## src/rtl/mux_2x1_if.sv

```systemverilog
// Signal bundle for the 2-to-1 word mux: data/select driven by the master,
// combinational and registered results returned by the slave.
interface mux_2x1_if #(
   parameter int WIDTH = 5
);
   logic [WIDTH-1:0] I0;
   logic [WIDTH-1:0] I1;
   logic             sel;
   logic [WIDTH-1:0] out;
   logic [WIDTH-1:0] out_q;
   logic             sel_q;

   modport master (output I0, I1, sel, input  out, out_q, sel_q);
   modport slave  (input  I0, I1, sel, output out, out_q, sel_q);
endinterface

```

## src/rtl/mux_2x1.sv

```systemverilog
// 2-to-1 word mux for rt/rd destination select: zero-latency combinational
// result plus a one-cycle registered copy of the result and the select.
module mux_2x1 #(
   parameter int WIDTH = 5
) (
   input  logic      clk,
   input  logic      rst_n,
   mux_2x1_if.slave  mux_bus
);
   logic [WIDTH-1:0] w_out;
   logic [WIDTH-1:0] r_out_q;
   logic             r_sel_q;

   // Ternary keeps simulation X-merge: an unknown sel yields I0 where the inputs agree.
   assign w_out = mux_bus.sel ? mux_bus.I1 : mux_bus.I0;

   always_ff @(posedge clk or negedge rst_n) begin
      if (!rst_n) begin
         r_out_q <= '0;
         r_sel_q <= 1'b0;
      end else begin
         r_out_q <= w_out;
         r_sel_q <= mux_bus.sel;
      end
   end

   assign mux_bus.out   = w_out;
   assign mux_bus.out_q = r_out_q;
   assign mux_bus.sel_q = r_sel_q;
endmodule

```

## src/flat_wrapper.sv

```systemverilog
// flat-port wrapper written by rule: the top's interface ports become plain ports
module mux_2x1_flat 
#(
   parameter int WIDTH = 5
)
  (clk, rst_n, mux_bus_I0, mux_bus_I1, mux_bus_sel, mux_bus_out, mux_bus_out_q, mux_bus_sel_q);
  mux_2x1_if #(.WIDTH(WIDTH)) mux_bus_i ();
  input  logic clk;
  input  logic rst_n;
  input wire logic [$bits(mux_bus_i.I0)-1:0] mux_bus_I0;
  input wire logic [$bits(mux_bus_i.I1)-1:0] mux_bus_I1;
  input wire logic [$bits(mux_bus_i.sel)-1:0] mux_bus_sel;
  output wire logic [$bits(mux_bus_i.out)-1:0] mux_bus_out;
  output wire logic [$bits(mux_bus_i.out_q)-1:0] mux_bus_out_q;
  output wire logic [$bits(mux_bus_i.sel_q)-1:0] mux_bus_sel_q;
  assign mux_bus_i.I0 = mux_bus_I0;
  assign mux_bus_i.I1 = mux_bus_I1;
  assign mux_bus_i.sel = mux_bus_sel;
  assign mux_bus_out = mux_bus_i.out;
  assign mux_bus_out_q = mux_bus_i.out_q;
  assign mux_bus_sel_q = mux_bus_i.sel_q;
  mux_2x1 #(.WIDTH(WIDTH)) u_core (.clk(clk), .rst_n(rst_n), .mux_bus(mux_bus_i));
endmodule
```

## config.mk

```make
export PLATFORM = sky130hd
export DESIGN_NAME = mux_2x1_flat
export DESIGN_NICKNAME = d
export VERILOG_FILES = /design/src/rtl/mux_2x1_if.sv /design/src/rtl/mux_2x1.sv /design/src/flat_wrapper.sv
export SDC_FILE = /design/constraint.sdc
export NUM_CORES = 1
export LEC_CHECK = 0
export ABC_AREA = 1
export CAP_MARGIN = 15
export CORE_AREA = 10 10 47 49
export CTS_BUF_LIST = sky130_fd_sc_hd__clkbuf_8
export DETAILED_ROUTE_END_ITERATION = 16
export DIE_AREA = 0 0 57 59
export SETUP_SLACK_MARGIN = 0.1
export SYNTH_ARGS = -nofsm -noshare
export SYNTH_HDL_FRONTEND = slang
export SYNTH_SLANG_ARGS = --single-unit
```

## constraint.sdc

```tcl
create_clock -name clk -period 0.8 [get_ports clk]
set_input_delay 0.12 -clock clk [delete_from_list [all_inputs] [get_ports clk]]
set_output_delay 0.12 -clock clk [all_outputs]
set_load 0.02 [all_outputs]
```

==> results of run 1 <==
## metal layers
layer,vias to the layer above,track usage [%],share of wire (%)
met3,0,4.29,18
met5,-,0,0
met4,0,5.03,0
li1,139,-,-
met2,18,7.44,45
met1,108,4.34,37
## through the flow
step                      total power, mW  setup slack, ns  instance area (um^2)  instances
final                                1.06          -0.0309                   589         74
after global routing                 1.11          -0.0538                   589         74
after CTS                            1.09          -0.0410                   607         74
after detailed placement            0.599           -0.861                   498         66
after global placement              0.598           -0.829                   498         66
after floorplan                     0.417            0.264                   210         22
## area by class of cell
type	count	area (um^2)	share of cell area, %
flip-flops and latches	6	150	25.5
clock buffers	3	41.3	7.01
inverters	1	8.76	1.49
well taps	16	20.0	3.40
repair buffers	33	300	51.0
multi-input cells	15	68.8	11.7
## worst paths after layout
kind	startpoint	endpoint	slack (ns)	cells past startpoint
min	rst_n	u_core.mux_bus.out_q[3]	0.14	1
max in group asynchronous	rst_n	u_core.mux_bus.sel_q	0.46	1
min in group clk	mux_bus_sel	u_core.mux_bus.sel_q	0.14	2
max	u_core.mux_bus.out_q[1]	mux_bus_out_q[1]	-0.03	1
## state kept, by name (all words and copies together), names as in the netlist
name,cells
u_core.mux_bus.out_q,5
u_core.mux_bus.sel_q,1
## power by group through the flow
| stage | Sequential, mW | Clock, mW | Combinational, mW |
|---|---|---|---|
| after floorplan | 0.366 | 0 | 0.0509 |
| after global placement | 0.336 | 0 | 0.263 |
| after detailed placement | 0.336 | 0 | 0.263 |
| after CTS | 0.338 | 0.450 | 0.301 |
| after global routing | 0.339 | 0.454 | 0.317 |
| final | 0.337 | 0.434 | 0.292 |
## cell usage in the layout, fill, tap and decap left out
cell type / Yosys / layout
sky130_fd_sc_hd__buf_4: 0 / 10
sky130_fd_sc_hd__buf_6: 0 / 12
sky130_fd_sc_hd__clkbuf_2: 0 / 4
sky130_fd_sc_hd__clkbuf_8: 0 / 3
sky130_fd_sc_hd__clkdlybuf4s15_1: 0 / 6
sky130_fd_sc_hd__clkdlybuf4s50_1: 0 / 1
sky130_fd_sc_hd__dfrtp_1: 6 / 6
sky130_fd_sc_hd__inv_6: 0 / 1
sky130_fd_sc_hd__nand2_1: 15 / 10
sky130_fd_sc_hd__nand2_2: 0 / 5
## what timing repair did
item	4_1_cts	5_1_grt
pin swaps	14	9
setup endpoints to repair	17	11
resized for setup	98	5
gates cloned	0	0
setup buffers	5	0
## cell families (layout without fill, tap and decap cells)
logic type    count (synthesis)  count (layout)  share of synthesized area, %
simple gates                 15              15                          26.8
flops                         6               6                          71.4
buf+inv                       1              37                          1.78
==> results by group, run 1 <==
STA
  – Final count of hold timing violations: 0
  – Sum of negative setup slack: -0.165 ns
  – Final hold slack: 0.135 ns
  – Setup-violating endpoint count in the final report: 6
  – Final worst setup slack: -0.0309 ns
  – RSZ-0062 raised after global routing: yes
  – Relative slew margins: 83.3%
  – Max-slew violation count: 0
  – Maximum clock frequency: 1.20 GHz
  – Final min period: slightly above 0.8 ns
  – Final period util: 104%
  – Tightest Pin Transition: 0.249 ns

GRT
  – Pin count of the biggest net entering global routing: 8
  – GRT Overall Usage: 5.17%
  – Number of global-route vias before repair: 349
  – First-pass GRT wire length: 1.39 mm
  – Number of antenna violations at the first check in global routing: 0
  – Remaining global-route overflow: 0

Die
  – Starting utilization of the core area: 15.0%
  – Die span in y: 59 um
  – Number of primary I/O pins: 24
  – Core box area: 1400 um^2
  – Width of the chip: 57 um
  – DIE AREA: 3360 um^2
  – Count of standard-cell rows: 14

Setup path
  – Number of buffers and inverters on the critical path: 1
  – Worst Setup Path Type: register to output port
  – WP data required: a little under 0.7 ns
  – Crit path DAT: 0.71 ns
  – Cell type of the slowest stage on the worst timing path: sky130_fd_sc_hd__dfrtp_1
  – Endpoint type of the worst setup path: output port
  – Critical Path Fanout Max: 1
  – Crit path largest cell delay: 0.36 ns
  – Kind of cell adding the most delay to the critical path: flip-flops
  – Type of element launching the critical path: register
  – Cells traversed along the worst timing path: buf_6

Yosys
  – Number of distinct library cells after synthesis: 3
  – Post-synth top flop: sky130_fd_sc_hd__dfrtp_1
  – Share of Yosys cell area claimed by the top area cell type: 71.4%
  – Flip-flop and latch count after synthesis: 6
  – Average cell area after synthesis: 9.55 um^2
  – Number of enable flip-flop cells after synthesis: 0
  – Most area-hungry cell type in the Yosys netlist: sky130_fd_sc_hd__dfrtp_1
  – Cell with the most instances after synthesis: sky130_fd_sc_hd__nand2_1
  – Register area share after synthesis: between 70% and 80%
  – Cell area after synthesis: 210 um^2
  – Post-Syn Instances: 22
  – Dominant cells by area after synthesis: sky130_fd_sc_hd__dfrtp_1, sky130_fd_sc_hd__nand2_1, sky130_fd_sc_hd__inv_2
  – Ranking of synthesized cells by instance count: sky130_fd_sc_hd__nand2_1, sky130_fd_sc_hd__dfrtp_1, sky130_fd_sc_hd__inv_2
  – Synth warnings: 0
  – Asr flop ratio synth: 100%
  – Total nets after synthesis: 35

Worst hold path
  – Type of the most critical hold path: primary input to asynchronous set/reset pin

Pwr
  – Sequential group share of total power: a little under a third
  – Sw Pwr: 0.246 mW
  – Maximum ir drop on the vdd rail: 566 uV
  – Power density over the cells: roughly 1800 nW/um^2
  – Share of power burned in combinational logic: 27.5%
  – Internal: 0.817 mW
  – Proportion of total power due to net switching: 23.2%
  – Reported leakage power: 0.311 nW
  – Relative contribution of the clock network to total power: 40.8%

CTS
  – Clock Sinks: 6
  – Root buf cell: sky130_fd_sc_hd__clkbuf_8
  – Clock H-tree levels: 1
  – Hold-fix buffer count after cts: 0
  – CTS Buffer Depth: 2
  – Clock tree from TritonCTS: yes
  – Clock transition time at the flip-flop clock pins of the worst setup and hold paths: 0.03 ns
  – Number of buffers created by CTS: 3

Routing
  – Routed wire length: approximately 750 um
  – Detailed-routing iteration count for the pre-antenna-repair pass: 3
  – Number of remaining DRC errors: 0
  – Average wire per cell in the routed design: ~10 um
  – Remaining antenna violation count: 0
  – Number of design-rule violations left by the first detailed-router iteration: 3
  – DR vias: 265
  – Via density: around 3.6

Final layout
  – Fraction of layout instances using a drive strength above 1: 60.3%
  – Layout fillers: 160
  – Antenna Diode Count: 0
  – Final core occ: between 40 and 50%
  – Area delta synth->final: 180%
  – Fin nets: 73

Outcome
  – Failing checks: negative setup slack
  – Run status: finished with violations

Flow run
  – Number of max-capacitance violations reported: 0

Placed design
  – Count of buffers from port buffering: 23
  – Routability congestion estimate from global placement: 0.649
Power figures use the tool's default switching activity.
==> run 2, diff against run 1 <==
- SLEW_MARGIN: default -> 25
==> results of run 2 <==
The final DEF is identical to that of run 1; final timing and power are the same.
